<file path="src/rtl/pc_jump_unit.sv">
// Fetch-control stage of the 16-bit Hack CPU: holds PC and A, decodes the
// C-instruction jump field against the ALU flags and selects the next PC.

module hack_reg #(
    parameter int          WIDTH     = 16,
    parameter logic [WIDTH-1:0] RESET_VAL = '0
) (
    input  logic             clk,
    input  logic             reset,
    input  logic             load,
    input  logic [WIDTH-1:0] d,
    output logic [WIDTH-1:0] q
);
    always_ff @(posedge clk or posedge reset) begin
        if (reset)
            q <= RESET_VAL;
        else if (load)
            q <= d;
    end
endmodule

module pc_jump_unit #(
    parameter logic [15:0] PC_RESET = 16'h0000,
    parameter logic [15:0] A_RESET  = 16'h0000
) (
    input  logic        clk,
    input  logic        reset,
    input  logic        stall,
    input  logic [15:0] instr,
    input  logic [15:0] alu_out,
    input  logic        zr,
    input  logic        ng,
    output logic [15:0] pc,
    output logic [15:0] a_reg,
    output logic        jumped
);
    logic        is_c;
    logic        pos;
    logic        take;
    logic        a_load;
    logic [15:0] a_next;
    logic [15:0] pc_next;
    logic [0:0]  jumped_next;
    logic [0:0]  jumped_q;

    // Flags are evaluated literally; zr & ng together is never filtered.
    always_comb begin
        is_c        = instr[15];
        pos         = ~zr & ~ng;
        take        = is_c & ((instr[2] & ng) | (instr[1] & zr) | (instr[0] & pos));
        a_load      = ~stall & (~is_c | instr[5]);
        a_next      = is_c ? alu_out : instr;
        // Jump target is the A value before this edge, never a same-cycle A write.
        pc_next     = take ? a_reg : pc + 16'd1;
        jumped_next = take;
    end

    hack_reg #(.WIDTH(16), .RESET_VAL(PC_RESET)) u_pc (
        .clk   (clk),
        .reset (reset),
        .load  (~stall),
        .d     (pc_next),
        .q     (pc)
    );

    hack_reg #(.WIDTH(16), .RESET_VAL(A_RESET)) u_a (
        .clk   (clk),
        .reset (reset),
        .load  (a_load),
        .d     (a_next),
        .q     (a_reg)
    );

    hack_reg #(.WIDTH(1), .RESET_VAL(1'b0)) u_jumped (
        .clk   (clk),
        .reset (reset),
        .load  (~stall),
        .d     (jumped_next),
        .q     (jumped_q)
    );

    assign jumped = jumped_q[0];
endmodule

</file>
<file path="config.mk">
export PLATFORM = sky130hd
export DESIGN_NAME = pc_jump_unit
export DESIGN_NICKNAME = d
export VERILOG_FILES = /design/src/rtl/pc_jump_unit.sv
export SDC_FILE = /design/constraint.sdc
export NUM_CORES = 1
export LEC_CHECK = 0
export BUFFER_PORTS_ARGS = -buffer_cell sky130_fd_sc_hd__clkbuf_2
export CAP_MARGIN = 20
export CORE_MARGIN = 2
export CORE_UTILIZATION = 35
export CTS_CLUSTER_DIAMETER = 30
export DETAILED_ROUTE_END_ITERATION = 7
export REMOVE_ABC_BUFFERS = 1
export SLEW_MARGIN = 20
export SYNTH_ARGS = -nofsm -noshare
export SYNTH_HDL_FRONTEND = slang
export SYNTH_HIERARCHICAL = 1
export SYNTH_SLANG_ARGS = --single-unit
</file>
<file path="constraint.sdc">
create_clock -name clk -period 2.2 [get_ports clk]
set_clock_uncertainty 0.1 [all_clocks]
set_input_delay 0.11 -clock clk [delete_from_list [all_inputs] [get_ports clk]]
set_output_delay 0.11 -clock clk [all_outputs]
set_load 0.03 [all_outputs]
</file>
==> flow_metrics.env <==
export IMPL_status="finished, final reports clean"
export IMPL_min_period_ns=1.87
export IMPL_synth_edf_count=0
export IMPL_start_util_pct=36.8
export IMPL_regArea_um2=826
export IMPL_grt_max_degree=21
export IMPL_p_comb_share_pct=45.1
export IMPL_die_w_um=80.6
export IMPL_cp_data_required_time_ns=2.27
export IMPL_die_h_um=80.6
export IMPL_netlist_area_um2=2050
export IMPL_synth_seq_cells=33
export IMPL_drt_wl_total_um=4530
export IMPL_yosysSeqAreaShare_pct=40.2
export IMPL_vias_per_cell=4.83
export IMPL_clk_root_buffer_cell="clkbuf_8"
export IMPL_portBuffers=69
export IMPL_clock_path_buffers=2
export IMPL_synth_most_common_cell="dfrtp_1"
export IMPL_setup_viol=0
export IMPL_min_path_type="input pin to flop"
export IMPL_synthArstFlopShare_pct=100
export IMPL_crit_type="flop to flop"
export IMPL_ys_types=26
export IMPL_gr_total_overflow=0
export IMPL_netlist_instances=174
export IMPL_postCtsSetupRepairBufs=0
export IMPL_hold_worst_slack_ns=0.0730
export IMPL_fmax_mhz=535
export IMPL_synth_ff_type="dfrtp_1"
export IMPL_rsz0062_at_grt="false"
export IMPL_yosysTopAreaCell="dfrtp_1"
export IMPL_dr_pass1_iters=4
export IMPL_drive_gt1_share_pct=56.9
export IMPL_cts_sinks=33
export IMPL_fin_tns_setup_ns=0
export IMPL_placed_cells=311
export IMPL_p_sw_mw=1.23
export IMPL_power_frac_seq_pct=37.2
export IMPL_antenna_found_initial=0
export IMPL_io_pins=70
export IMPL_cts_tree="built"
export IMPL_syn_to_final_growth_pct=24.6
export IMPL_dieArea_um2=6490
export IMPL_rows=27
export IMPL_num_antenna_cells=0
export IMPL_hold_buffers=1
export IMPL_crit_arrival_ns=1.94
export IMPL_grt_pass1_wl_um=7330
export IMPL_cts_resized=0
export IMPL_first_global_vias=1546
export IMPL_multi_input_area_um2=1110
export IMPL_hold_violations=0
export IMPL_yosys_top_cells_count="dfrtp_1, mux2_2, mux2_4"
export IMPL_worst_setup_path_start_kind="flop"
export IMPL_cap_violations=0
export IMPL_synth_top_area_share_pct=40.2
export IMPL_clk_pin_slew_ns=0.07
export IMPL_ys_warn_count=6
export IMPL_synth_area_leaders="dfrtp_1, mux2_4, mux2_2"
export IMPL_cts_inserted_buffers=5
export IMPL_swShare_pct=43.1
export IMPL_fin_crit_sh_pct=84.9
export IMPL_cts_max_level=2
export IMPL_cp_end_kind="flop"
export IMPL_globalplace_congestion=0.792
export IMPL_p_leak_nw=1.22
export IMPL_nets=285
export IMPL_post_dp_hpwl_um=3400
export IMPL_grt_use_total_pct=14.8
export IMPL_max_slew_worst_pin_slew_ns=0.696
export IMPL_crit_fanout=6
export IMPL_drt_iter0_markers=64
export IMPL_p_int_mw=1.62
export IMPL_coreArea_um2=5570
export IMPL_relSlewSlack_pct=53.6
export IMPL_utilization_pct=45.9
export IMPL_antenna_left=0
export IMPL_drc=0
export IMPL_peakVddDrop_v=0.000663
export IMPL_powerDensity_nw_per_um2=1120
export IMPL_instances_no_fill=320
export IMPL_drt_wirelength_per_cell_um=14.2
export IMPL_worstSkewPairLatency_ns=0.28
export IMPL_finalMaxSlewViolations=0
export IMPL_clkPwrFrac_pct=17.7
export IMPL_avgSynthCellArea_um2=11.8
export IMPL_fillers=554
export IMPL_vias=1546
-- power groups by stage --
stage                     registers (mW)  logic, mW  clock network (mW)
after floorplan                     1.37      0.621                   0
after global placement              1.07       1.28                   0
after detailed placement            1.08       1.29                   0
after CTS                           1.06       1.30               0.518
after global routing                1.11       1.38               0.538
final                               1.06       1.29               0.504
-- layout by cell type (no fill, tap or decap), drive strengths merged, types with 2 or more instances in the layout --
| master | synthesis | routed |
|---|---|---|
| clkbuf | 0 | 76 |
| inv | 9 | 9 |
| nand2 | 4 | 4 |
| o21ai | 2 | 2 |
| nor2 | 18 | 18 |
| a21oi | 16 | 16 |
| dfrtp | 33 | 33 |
| xor2 | 2 | 2 |
| nor4 | 4 | 4 |
| buf | 9 | 5 |
| nand3 | 5 | 5 |
| xnor2 | 12 | 12 |
| mux2 | 48 | 48 |
| nor3 | 4 | 4 |
| nand4 | 4 | 4 |
-- worst paths after layout --
kind	from	end	slack, ns	cells past startpoint
setup / recovery	u_pc/q[0]	u_pc/q[14]	0.33	6
hold / removal	alu_out[5]	u_a/q[5]	0.07	4
setup reg to reg	u_pc/q[0]	u_pc/q[14]	0.33	6
hold reg to reg	u_jumped/q	u_jumped/q	0.41	1
max in group asynchronous	reset	u_a/q[8]	1.17	3
min in group asynchronous	reset	u_jumped/q	0.11	3
-- metal layers --
layer	track usage [%]	wire (µm)	vias up
li1	-	-	749
met1	19.4	2070	740
met2	24.1	2120	53
met3	4.27	314	4
met4	3.56	27	0
met5	0	0	-
-- critical path, stage by stage (launching register included) --
cell	delay (ns)
dfrtp_1	0.44
ha_1	0.25
nand4_2	0.19
nor4_2	0.28
xnor2_1	0.16
a21oi_1	0.09
mux2_4	0.25
-- cells by family (layout without fill, tap and decap cells) --
family | Yosys count | after routing | share of synthesized area (%)
AO/OA/AOI/OAI | 19 | 19 | 5.00
XOR/XNOR | 14 | 14 | 5.97
adder cells (fa/ha/maj) | 1 | 1 | 0.609
buffers and inverters | 18 | 92 | 5.91
flip-flops | 33 | 33 | 40.2
multiplexers | 48 | 48 | 30.2
AND/OR/NAND/NOR | 41 | 41 | 12.1
-- through the flow --
step / cell area [µm²] / power [mW] / setup slack [ns]
finish: 2560 / 2.85 / 0.332
global route: 2560 / 3.02 / 0.193
CTS: 2560 / 2.89 / 0.320
detailed placement: 2450 / 2.37 / 0.336
global placement: 2450 / 2.35 / 0.399
floorplan: 1970 / 1.99 / -0.134
-- state kept, by name, summed over array words and instances (netlist names) --
name / cells
u_jumped/q: 1
u_a/q: 16
u_pc/q: 16
-- area by class of cell --
cell class | count | share of cell area [%]
multi-input combinational | 123 | 43.5
sequential | 33 | 32.3
timing repair buffer | 75 | 15.4
clock buffer | 7 | 3.77
tap | 72 | 3.52
inverter | 9 | 1.32
clock inverter | 1 | 0.196
Note: power is estimated with default switching activity, not from simulation.
